**config.mk**
```make
export PLATFORM = sky130hd
export DESIGN_NAME = key_param_ctrl
export DESIGN_NICKNAME = d
export VERILOG_FILES = /design/src/rtl/key_param_pkg.sv /design/src/rtl/key_debounce.sv /design/src/rtl/key_param_ctrl.sv
export SDC_FILE = /design/constraint.sdc
export NUM_CORES = 1
export LEC_CHECK = 0
export BUFFER_PORTS_ARGS = -buffer_cell sky130_fd_sc_hd__buf_2
export CAP_MARGIN = 40
export CORE_MARGIN = 2
export CORE_UTILIZATION = 50
export CTS_CLUSTER_SIZE = 16
export DETAILED_ROUTE_END_ITERATION = 6
export GPL_ROUTABILITY_DRIVEN = 0
export PLACE_DENSITY = 0.79
export SLEW_MARGIN = 20
export SYNTH_ARGS = -nofsm -noshare
export SYNTH_HDL_FRONTEND = slang
export SYNTH_SLANG_ARGS = --single-unit
```
**constraint.sdc**
```tcl
create_clock -name clk -period 8.28 [get_ports clk]
set_input_delay 0.828 -clock clk [delete_from_list [all_inputs] [get_ports clk]]
set_output_delay 0.828 -clock clk [all_outputs]
set_load 0.05 [all_outputs]
```
**src/rtl/key_param_pkg.sv**
```systemverilog
// Shared types and constants for the key-driven parameter controller.
package key_param_pkg;

  localparam int unsigned CH_SEL_W = 4;

  typedef enum logic [1:0] {
    StIdle,
    StHold,
    StRepeat
  } hold_state_e;

  // Counter width able to hold values 0..n-1.
  function automatic int unsigned cnt_w(input int unsigned n);
    return (n < 2) ? 1 : $clog2(n);
  endfunction

endpackage

```
**src/rtl/key_debounce.sv**
```systemverilog
// One key: 2-FF synchroniser, debouncer, press pulse and hold/auto-repeat FSM.
module key_debounce
  import key_param_pkg::*;
#(
  parameter int unsigned DEB_CNT   = 200,
  parameter int unsigned LONG_CNT  = 1000,
  parameter int unsigned REP_CNT   = 250,
  parameter bit          REPEAT_EN = 1'b1
) (
  input  logic clk,
  input  logic reset,
  input  logic key_n_i,
  output logic evt_o
);

  localparam int unsigned DbW = cnt_w(DEB_CNT);
  localparam int unsigned HdW = cnt_w((LONG_CNT > REP_CNT) ? LONG_CNT : REP_CNT);

  logic [1:0]     sync_q, sync_d;
  logic           deb_q, deb_d;
  logic [DbW-1:0] deb_cnt_q, deb_cnt_d;
  hold_state_e    state_q, state_d;
  logic [HdW-1:0] hold_cnt_q, hold_cnt_d;
  logic           evt_q, evt_d;
  logic           press;

  always_comb begin
    // Internal level convention: 1 = pressed.
    sync_d    = {sync_q[0], ~key_n_i};
    deb_d     = deb_q;
    deb_cnt_d = '0;
    if (sync_q[1] != deb_q) begin
      if (deb_cnt_q == DbW'(DEB_CNT - 1)) begin
        deb_d = sync_q[1];
      end else begin
        deb_cnt_d = deb_cnt_q + 1'b1;
      end
    end
    press = deb_d & ~deb_q;

    state_d    = state_q;
    hold_cnt_d = hold_cnt_q;
    evt_d      = 1'b0;
    if (!deb_d) begin
      state_d    = StIdle;
      hold_cnt_d = '0;
    end else begin
      case (state_q)
        StIdle: begin
          if (press) begin
            state_d    = StHold;
            hold_cnt_d = '0;
            evt_d      = 1'b1;
          end
        end
        StHold: begin
          if (REPEAT_EN) begin
            if (hold_cnt_q == HdW'(LONG_CNT - 1)) begin
              state_d    = StRepeat;
              hold_cnt_d = '0;
              evt_d      = 1'b1;
            end else begin
              hold_cnt_d = hold_cnt_q + 1'b1;
            end
          end
        end
        StRepeat: begin
          if (hold_cnt_q == HdW'(REP_CNT - 1)) begin
            hold_cnt_d = '0;
            evt_d      = 1'b1;
          end else begin
            hold_cnt_d = hold_cnt_q + 1'b1;
          end
        end
        default: state_d = StIdle;
      endcase
    end
  end

  always_ff @(posedge clk) begin
    if (reset) begin
      sync_q     <= '0;
      deb_q      <= 1'b0;
      deb_cnt_q  <= '0;
      state_q    <= StIdle;
      hold_cnt_q <= '0;
      evt_q      <= 1'b0;
    end else begin
      sync_q     <= sync_d;
      deb_q      <= deb_d;
      deb_cnt_q  <= deb_cnt_d;
      state_q    <= state_d;
      hold_cnt_q <= hold_cnt_d;
      evt_q      <= evt_d;
    end
  end

  assign evt_o = evt_q;

endmodule

```
**src/rtl/key_param_ctrl.sv**
```systemverilog
// Three-key parameter editor: select channel, step its value up/down with limits.
module key_param_ctrl
  import key_param_pkg::*;
#(
  parameter int unsigned         N_CH     = 5,
  parameter int unsigned         W        = 11,
  parameter int unsigned         DEB_CNT  = 200,
  parameter int unsigned         LONG_CNT = 1000,
  parameter int unsigned         REP_CNT  = 250,
  parameter logic [N_CH*W-1:0]   MIN_V    = '0,
  parameter logic [N_CH*W-1:0]   MAX_V    = '1,
  parameter logic [N_CH*W-1:0]   STEP_V   = {N_CH{W'(1)}},
  parameter logic [N_CH*W-1:0]   INIT_V   = '0,
  parameter logic [N_CH-1:0]     WRAP     = '0
) (
  input  logic                clk,
  input  logic                reset,
  input  logic                key_sel,
  input  logic                key_inc,
  input  logic                key_dec,
  output logic [N_CH*W-1:0]   param_bus,
  output logic [CH_SEL_W-1:0] ch_sel,
  output logic [W-1:0]        disp_data,
  output logic                upd
);

  logic ev_sel, ev_inc, ev_dec;

  key_debounce #(
    .DEB_CNT(DEB_CNT), .LONG_CNT(LONG_CNT), .REP_CNT(REP_CNT), .REPEAT_EN(1'b0)
  ) u_sel (.clk(clk), .reset(reset), .key_n_i(key_sel), .evt_o(ev_sel));

  key_debounce #(
    .DEB_CNT(DEB_CNT), .LONG_CNT(LONG_CNT), .REP_CNT(REP_CNT), .REPEAT_EN(1'b1)
  ) u_inc (.clk(clk), .reset(reset), .key_n_i(key_inc), .evt_o(ev_inc));

  key_debounce #(
    .DEB_CNT(DEB_CNT), .LONG_CNT(LONG_CNT), .REP_CNT(REP_CNT), .REPEAT_EN(1'b1)
  ) u_dec (.clk(clk), .reset(reset), .key_n_i(key_dec), .evt_o(ev_dec));

  logic [W-1:0]        val_q [N_CH];
  logic [W-1:0]        val_d [N_CH];
  logic [CH_SEL_W-1:0] ch_q, ch_d;
  logic                chg_q, chg_d;
  logic [W-1:0]        disp_q;
  logic                upd_q;

  logic [W-1:0] cur, cur_min, cur_max, cur_step, inc_v, dec_v, new_v;
  logic         cur_wrap;
  logic [W:0]   sum;

  always_comb begin
    cur      = '0;
    cur_min  = '0;
    cur_max  = '0;
    cur_step = '0;
    cur_wrap = 1'b0;
    for (int i = 0; i < N_CH; i++) begin
      if (ch_q == CH_SEL_W'(i)) begin
        cur      = val_q[i];
        cur_min  = MIN_V[i*W +: W];
        cur_max  = MAX_V[i*W +: W];
        cur_step = STEP_V[i*W +: W];
        cur_wrap = WRAP[i];
      end
    end

    // Extra bit keeps the overflow visible to the limit compare.
    sum   = {1'b0, cur} + {1'b0, cur_step};
    inc_v = (sum > {1'b0, cur_max}) ? (cur_wrap ? cur_min : cur_max) : sum[W-1:0];
    dec_v = ({1'b0, cur} < ({1'b0, cur_min} + {1'b0, cur_step})) ?
            (cur_wrap ? cur_max : cur_min) : (cur - cur_step);

    new_v = cur;
    ch_d  = ch_q;
    if (ev_sel) begin
      ch_d = (ch_q == CH_SEL_W'(N_CH - 1)) ? '0 : ch_q + 1'b1;
    end else if (ev_inc && !ev_dec) begin
      new_v = inc_v;
    end else if (ev_dec && !ev_inc) begin
      new_v = dec_v;
    end

    val_d = val_q;
    for (int i = 0; i < N_CH; i++) begin
      if (ch_q == CH_SEL_W'(i)) begin
        val_d[i] = new_v;
      end
    end

    // A saturated no-op leaves new_v == cur and so raises no update.
    chg_d = (ch_d != ch_q) || (new_v != cur);
  end

  always_ff @(posedge clk) begin
    if (reset) begin
      for (int i = 0; i < N_CH; i++) begin
        val_q[i] <= INIT_V[i*W +: W];
      end
      ch_q   <= '0;
      chg_q  <= 1'b0;
      disp_q <= INIT_V[W-1:0];
      upd_q  <= 1'b0;
    end else begin
      val_q  <= val_d;
      ch_q   <= ch_d;
      chg_q  <= chg_d;
      disp_q <= cur;
      upd_q  <= chg_q;
    end
  end

  always_comb begin
    param_bus = '0;
    for (int i = 0; i < N_CH; i++) begin
      param_bus[i*W +: W] = val_q[i];
    end
  end

  assign ch_sel    = ch_q;
  assign disp_data = disp_q;
  assign upd       = upd_q;

endmodule
```
# Word level (Yosys, flattened, before mapping)
# Cells that the tools add are included.
[totals]
regBits = 144
latchBits = 0
mem_bits_rw = 0
rom_bits = 0
input_bits = 5
out_inout_bits = 71
wordCells = 167
n_memories = 0
[op_classes]
addsub = 9
n_mul = 0
div = 0
order_cmp = 2
eq_ne = 28
shifts = 0
muxes = 58
bitwise = 18
reduce_logical = 25
[op_table]
columns = ["cell", "n"]
rows = [
  ["$mux W11", 17],
  ["$mux W10", 8],
  ["$pmux W10 S3", 2],
  ["$add A10 B1 Y10 const B", 3],
  ["$eq A10 B8 Y1 const B", 3],
  ["$add A8 B1 Y8 const B", 3],
  ["$eq A8 B8 Y1 const B", 3],
  ["$eq A10 B10 Y1 const B", 2],
  ["$pmux W10 S2", 1],
  ["$mux W1", 17],
  ["$not A1 Y1", 15],
  ["$add A11 B11 Y12", 1],
  ["$gt A12 B11 Y1", 1],
  ["$pmux W2 S3", 2],
  ["$lt A11 B11 Y1", 1],
  ["$ne A11 B11 Y1", 1],
  ["$sub A11 B11 Y11", 1],
  ["$mux W2", 5],
  ["$ne A2 B1 Y1 const B", 5],
  ["$reduce_or A3 Y1", 3],
  ["$eq A4 B2 Y1 const B", 2],
  ["$mux W4", 2],
  ["$reduce_and A2 Y1", 4],
  ["$reduce_or A2 Y1", 4],
  ["other kinds (19)", 34],
]

# Longest topological paths before layout
[logic_depth]
word_depth = 13
mapped_depth = 28
mapped_depth_nobuf = 25

# Hierarchy
# From an unflattened synthesis, not the netlist that was laid out.
[hier_totals]
cells_unflattened = 913
hier_area_um2 = 7671.1
[modules_own_cells]
columns = ["mod", "n_inst", "cells_each", "area_per_inst_um2", "seq_area_each_um2"]
rows = [
  ["key_param_ctrl", 1, 573, 4536.9, 1441.4],
  ["key_debounce (u_dec)", 1, 146, 1340.0, 480.5],
  ["key_debounce (u_inc)", 1, 140, 1266.2, 480.5],
  ["key_debounce (u_sel)", 1, 54, 528.0, 260.2],
]

# Worst setup path before layout
# No wires, ideal clock.
[synth_path]
path_kind = "register to register"
startpoint = "reg ch_q[0] (netlist: ch_sel[0])"
endpoint = "reg val_q (netlist bit param_bus[8])"
setup_ns = 0.137
arrival_time_ns = 5.480
required_time_ns = 8.143
setup_slack_ns = 2.663
stages_incl_launch_ff = 27
path_buffers = 3
period_less_slack_ns = 5.617
cell_sequence = "dfxtp_1 > inv_1 > ha_1 > buf_4 > clkbuf_1 > a221oi_1 > a21oi_1 > o21ai_0 > nand2_1 > inv_1 > ha_1 > nand3_1 > or2_1 > nor2_1 > nand2_1 > xnor2_1 > ha_1 > and3_1 > nand2_1 > a2111o_1 > and2_1 > a31o_1 > buf_4 > o32ai_1 > o21ai_0 > a21oi_1 > a211oi_1"
[synth_between]
elab_chain_len = 11
elab_cells_between_ends = 29
classes_between = "2 x add/sub; 2 x order compare; 4 x eq/ne; 20 x mux; 1 x reduce/logical"
[synth_lines]
columns = ["item", "line", "rtl"]
rows = [
  ["start, declared", "key_param_ctrl.sv:43", "logic [CH_SEL_W-1:0] ch_q, ch_d;"],
  ["start signal, assigned", "key_param_ctrl.sv:106", "ch_q <= ch_d;"],
  ["$logic_not A4 Y1", "key_param_ctrl.sv:59", "if (ch_q == CH_SEL_W'(i)) begin"],
  ["$mux W11 (4 in a row)", "key_param_ctrl.sv:59", ""],
  ["$mux W11 *", "key_param_ctrl.sv:59", ""],
  ["named net cur[0]", "key_param_ctrl.sv:48", "logic [W-1:0] cur, cur_min, cur_max, cur_step, inc_v, dec_v, new_v;"],
  ["$add A11 B11 Y12 (tied with other cells)", "key_param_ctrl.sv:69", "sum = {1'b0, cur} + {1'b0, cur_step};"],
  ["$gt A12 B11 Y1 or $mux W11 (tied branches)", "key_param_ctrl.sv:70, key_param_ctrl.sv:71", ""],
  ["$mux W11, on equally long branches", "key_param_ctrl.sv:70, key_param_ctrl.sv:80", ""],
  ["$mux W11 *", "key_param_ctrl.sv:78", "end else if (ev_inc && !ev_dec) begin"],
  ["$mux W11 *", "key_param_ctrl.sv:76", "if (ev_sel) begin"],
  ["end signal, assigned by index", "key_param_ctrl.sv:98", "val_q[i] <= INIT_V[i*W +: W];"],
  ["end signal, assigned", "key_param_ctrl.sv:105", "val_q <= val_d;"],
  ["end, declared", "key_param_ctrl.sv:41", "logic [W-1:0] val_q [N_CH];"],
]
# The timed path passes the listed nets; every way through them passes the cells marked *.
# A chain may end at the register's enable or synchronous reset.

==> summary.md <==
| Metric | Value |
|---|---|
| Tot GR Track Use | `26.1%` |
| Root Buffer | `clkbuf_16` |
| Post-route insts no fill | `1163` |
| Worst EP arrival | `between 6 and 7 ns` |
| Synthesized area per cell | `8.27 sq um` |
| Setup repair bufs after CTS | `0` |
| Core area | `around 0.015 sq mm` |
| Grt ovf | `0` |
| # port buffers | `75` |
| Final setup viols | `0` |
| Die span in y | `127 um` |
| Number of flops mapped to enable cells by yosys | `0` |
| Critical path's largest stage delay | `0.63 ns` |
| Placed Cells | `1127` |
| Antenna viol nets, final | `0` |
| Fin crit share | `80.5%` |
| Static Leakage | `3.35 nW` |
| RSZ-0062 raised after global routing | `no` |
| CTS tree | `done` |
| Diode count | `0` |
| Outcome | `complete, but fails checks` |
| Syn nets | `roughly 950` |
| Chip width | `127 um` |
| Post-route clock skew | `0.00662 ns` |
| Dominant cell type by area after synthesis | `dfxtp_1` |
| Final Worst Setup Slack | `1.61 ns` |
| Final Max Slew Viols | `0` |
| Synth Register Bits | `133` |
| Slew headroom | `43.9%` |
| Sequential fraction of the synthesis area | `35.4%` |
| Final net count | `1006` |
| Actual slew at the worst max-slew pin | `around 0.83 ns` |
| Global-route wire length before repair | `~33 mm` |
| Critical-path maximum fanout | `21` |
| Worst Setup EP | `chg_q$_SDFF_PP0_` |
| Remaining DRCs | `12` |
| Max-Cap Viols | `0` |
| Layout area overhead | `14.2%` |
| Area post-placement | `0.00797 sq mm` |
| Synth cell count leaders | `137 x nor2_1, 133 x dfxtp_1, 77 x nand2_1` |
| Hold Fails Final Rpt | `0` |
| CTS Buf Count | `17` |
| CP Capture Type | `flip-flop` |
| Post-synthesis mux area share | `1.20%` |
| Synthesized instance count | `909` |
| Post-CTS Resized | `0` |
| Pwr dens | `162 mW/mm^2` |
| Final instance area | `0.00859 sq mm` |
| Worst path slowest cell | `ha_1` |
| Synth Warn # | `0` |
| Top cell type's share of synthesized area | `a little over a third` |
| Crit start category | `flip-flop` |
| Reg2reg setup slack | `1.61 ns` |
| Hold buffers post-CTS | `0` |
| Area share of fa/ha/maj cells after synthesis | `between 5 and 6%` |
| Worst slack at placement | `2.00 ns` |
| Crit path kind | `flip-flop to flip-flop` |
| Initial DRT Pass Iterations | `7` |
| # rows | `44` |
| Top-count cell post-synth | `nor2_1` |
| Violated checks | `DRC` |
| Clock Tree Buf Depth | `2` |
| Layout cells sized above 1 | `15.7%` |
| Critical Path RT | `approximately 8.6 ns` |
| Clock sinks | `roughly 130` |
| WL/cell | `17.7 um` |
| Clk_lat worst skew | `~0.43 ns` |
| Placed wire-length estimate | `14.4 mm` |
| Wirelength, routed | `20.6 mm` |
| Area contributors post-synth | `dfxtp_1 35%, nor2_1 6.8%, ha_1 5.8%` |
| Fillers | `about 1300` |
| Initial detailed-routing violation count | `813` |
| Via count | `7140` |
| Post-synthesis compound-gate area fraction | `20.8%` |
| R2R cell count | `25` |
| Die ar. | `around 0.016 sq mm` |
| Worst IR Drop VDD | `147 uV` |
| Final core occ | `58.9%` |
| FMAX | `0.150 GHz` |
| Worst R2R End | `chg_q$_SDFF_PP0_` |
| Largest net degree at the start of global routing | `73` |
| Main combinational cell family by area after synthesis | `simple AND/OR/NAND/NOR gates` |
| Yosys cell types | `90` |
| Simple-gate share of the synthesized area | `between 20% and 30%` |
| Xor/xnor share of the synthesized area | `5.36%` |
| Initial antenna violation count | `0` |
| H-tree Lvls | `4` |
| Clock Pin Slew Worst Setup and Hold Paths | `0.06 ns` |
| Minimum clock period | `6.67 ns` |
| Top_reg_cell synth | `dfxtp_1` |
| Setup_tns | `0 ns` |
| Worst hold path type | `flip-flop to flip-flop` |
| I/O Pins | `76` |
| Vias in the first global route | `6400` |
| Asr flop ratio synth | `0%` |
| Starting Density | `51.5%` |
| Post-Synthesis Cell Area | `0.00752 sq mm` |
| Via density | `~6.1` |
## layout by cell type (no fill, tap or decap), types with 6 or more instances in the layout
master	n
nand2b_1	6
mux2i_1	9
ha_1	35
nand2_1	77
a211oi_1	31
nor3_1	15
nand4_1	8
or3_1	6
and3_1	18
nor4_1	8
dfxtp_1	133
a21oi_1	63
buf_4	6
o21ai_0	28
nand3_1	32
inv_1	28
clkbuf_16	17
xnor2_1	28
o31a_1	6
nand3b_1	21
a31oi_1	10
xor2_1	18
buf_2	75
a31o_1	6
nor2b_1	19
and2_1	10
nor2_1	137
## power breakdown
group	switching (W)	internal (W)
combinational	0.00000873	0.00000395
sequential	0.000000888	0.000642
clock	0.000287	0.000451
total	0.000297	0.00110
## how the worst min path moves through the flow
stage,start,end,slack [ns],cells after the start
after global routing,u_dec.deb_cnt_q[0]$_SDFF_PP0_,u_dec.deb_cnt_q[0]$_SDFF_PP0_,0.46,1
after floorplan,u_sel.state_q[0]$_SDFFE_PP0P_,u_sel.evt_o$_SDFF_PP0_,0.40,1
after CTS,u_sel.state_q[0]$_SDFFE_PP0P_,u_sel.evt_o$_SDFF_PP0_,0.43,1
after global placement,u_sel.state_q[0]$_SDFFE_PP0P_,u_sel.evt_o$_SDFF_PP0_,0.42,1
final,u_sel.state_q[0]$_SDFFE_PP0P_,u_sel.evt_o$_SDFF_PP0_,0.43,1
after detailed placement,u_sel.state_q[0]$_SDFFE_PP0P_,u_sel.evt_o$_SDFF_PP0_,0.42,1
## flip-flops by register name, indices dropped and copies added (netlist names), 2 cells and up, named ones only
register	cells
param_bus	55
disp_data	11
u_dec.hold_cnt_q	10
u_inc.hold_cnt_q	10
u_dec.deb_cnt_q	8
u_inc.deb_cnt_q	8
u_sel.deb_cnt_q	8
ch_sel	3
u_dec.state_q	2
u_dec.sync_q	2
u_inc.state_q	2
u_inc.sync_q	2
u_sel.sync_q	2
## per-stage QoR
stage | hold WS (ns) | power, W
finish | 0.427 | 0.00139
global route | 0.462 | 0.00144
CTS | 0.432 | 0.00141
detailed placement | 0.417 | 0.000670
global placement | 0.415 | 0.000668
floorplan | 0.401 | 0.000665
## worst max-delay path, delay by kind of cell (launching register included)
family / cells / cell delay, ns
AND/OR/NAND/NOR: 7 / 1.49
adder cells (fa/ha/maj): 3 / 1.07
flip-flops: 1 / 0.36
XOR/XNOR: 1 / 0.13
buffers and inverters: 2 / 0.30
AO/OA/AOI/OAI: 12 / 3.16
## area by class of cell
| class | instances | area [sq um] | area share (%) |
|---|---|---|---|
| multi-input cells | 697 | 4500 | 52.4 |
| flip-flops and latches | 133 | 2660 | 31.0 |
| repair buffers | 87 | 502 | 5.84 |
| clock buffers | 21 | 450 | 5.25 |
| well taps | 184 | 230 | 2.68 |
| clock inverters | 11 | 125 | 1.46 |
| inverters | 30 | 114 | 1.33 |
## routing by layer
layer | track usage, % | vias to the layer above | share of wire [%]
met4 | 11.2 | 0 | 4.1
met2 | 39.0 | 415 | 43
met5 | 0 | - | 0
li1 | - | 3360 | -
met1 | 35.0 | 3273 | 42
met3 | 7.68 | 92 | 10
## cell families after synthesis
group / count (synthesis)
mux: 9
flops: 133
buf+inv: 79
compound gates: 213
xor+xnor: 46
simple gates: 394
fa+ha+maj: 35
Note: power is estimated with default switching activity, not from simulation.
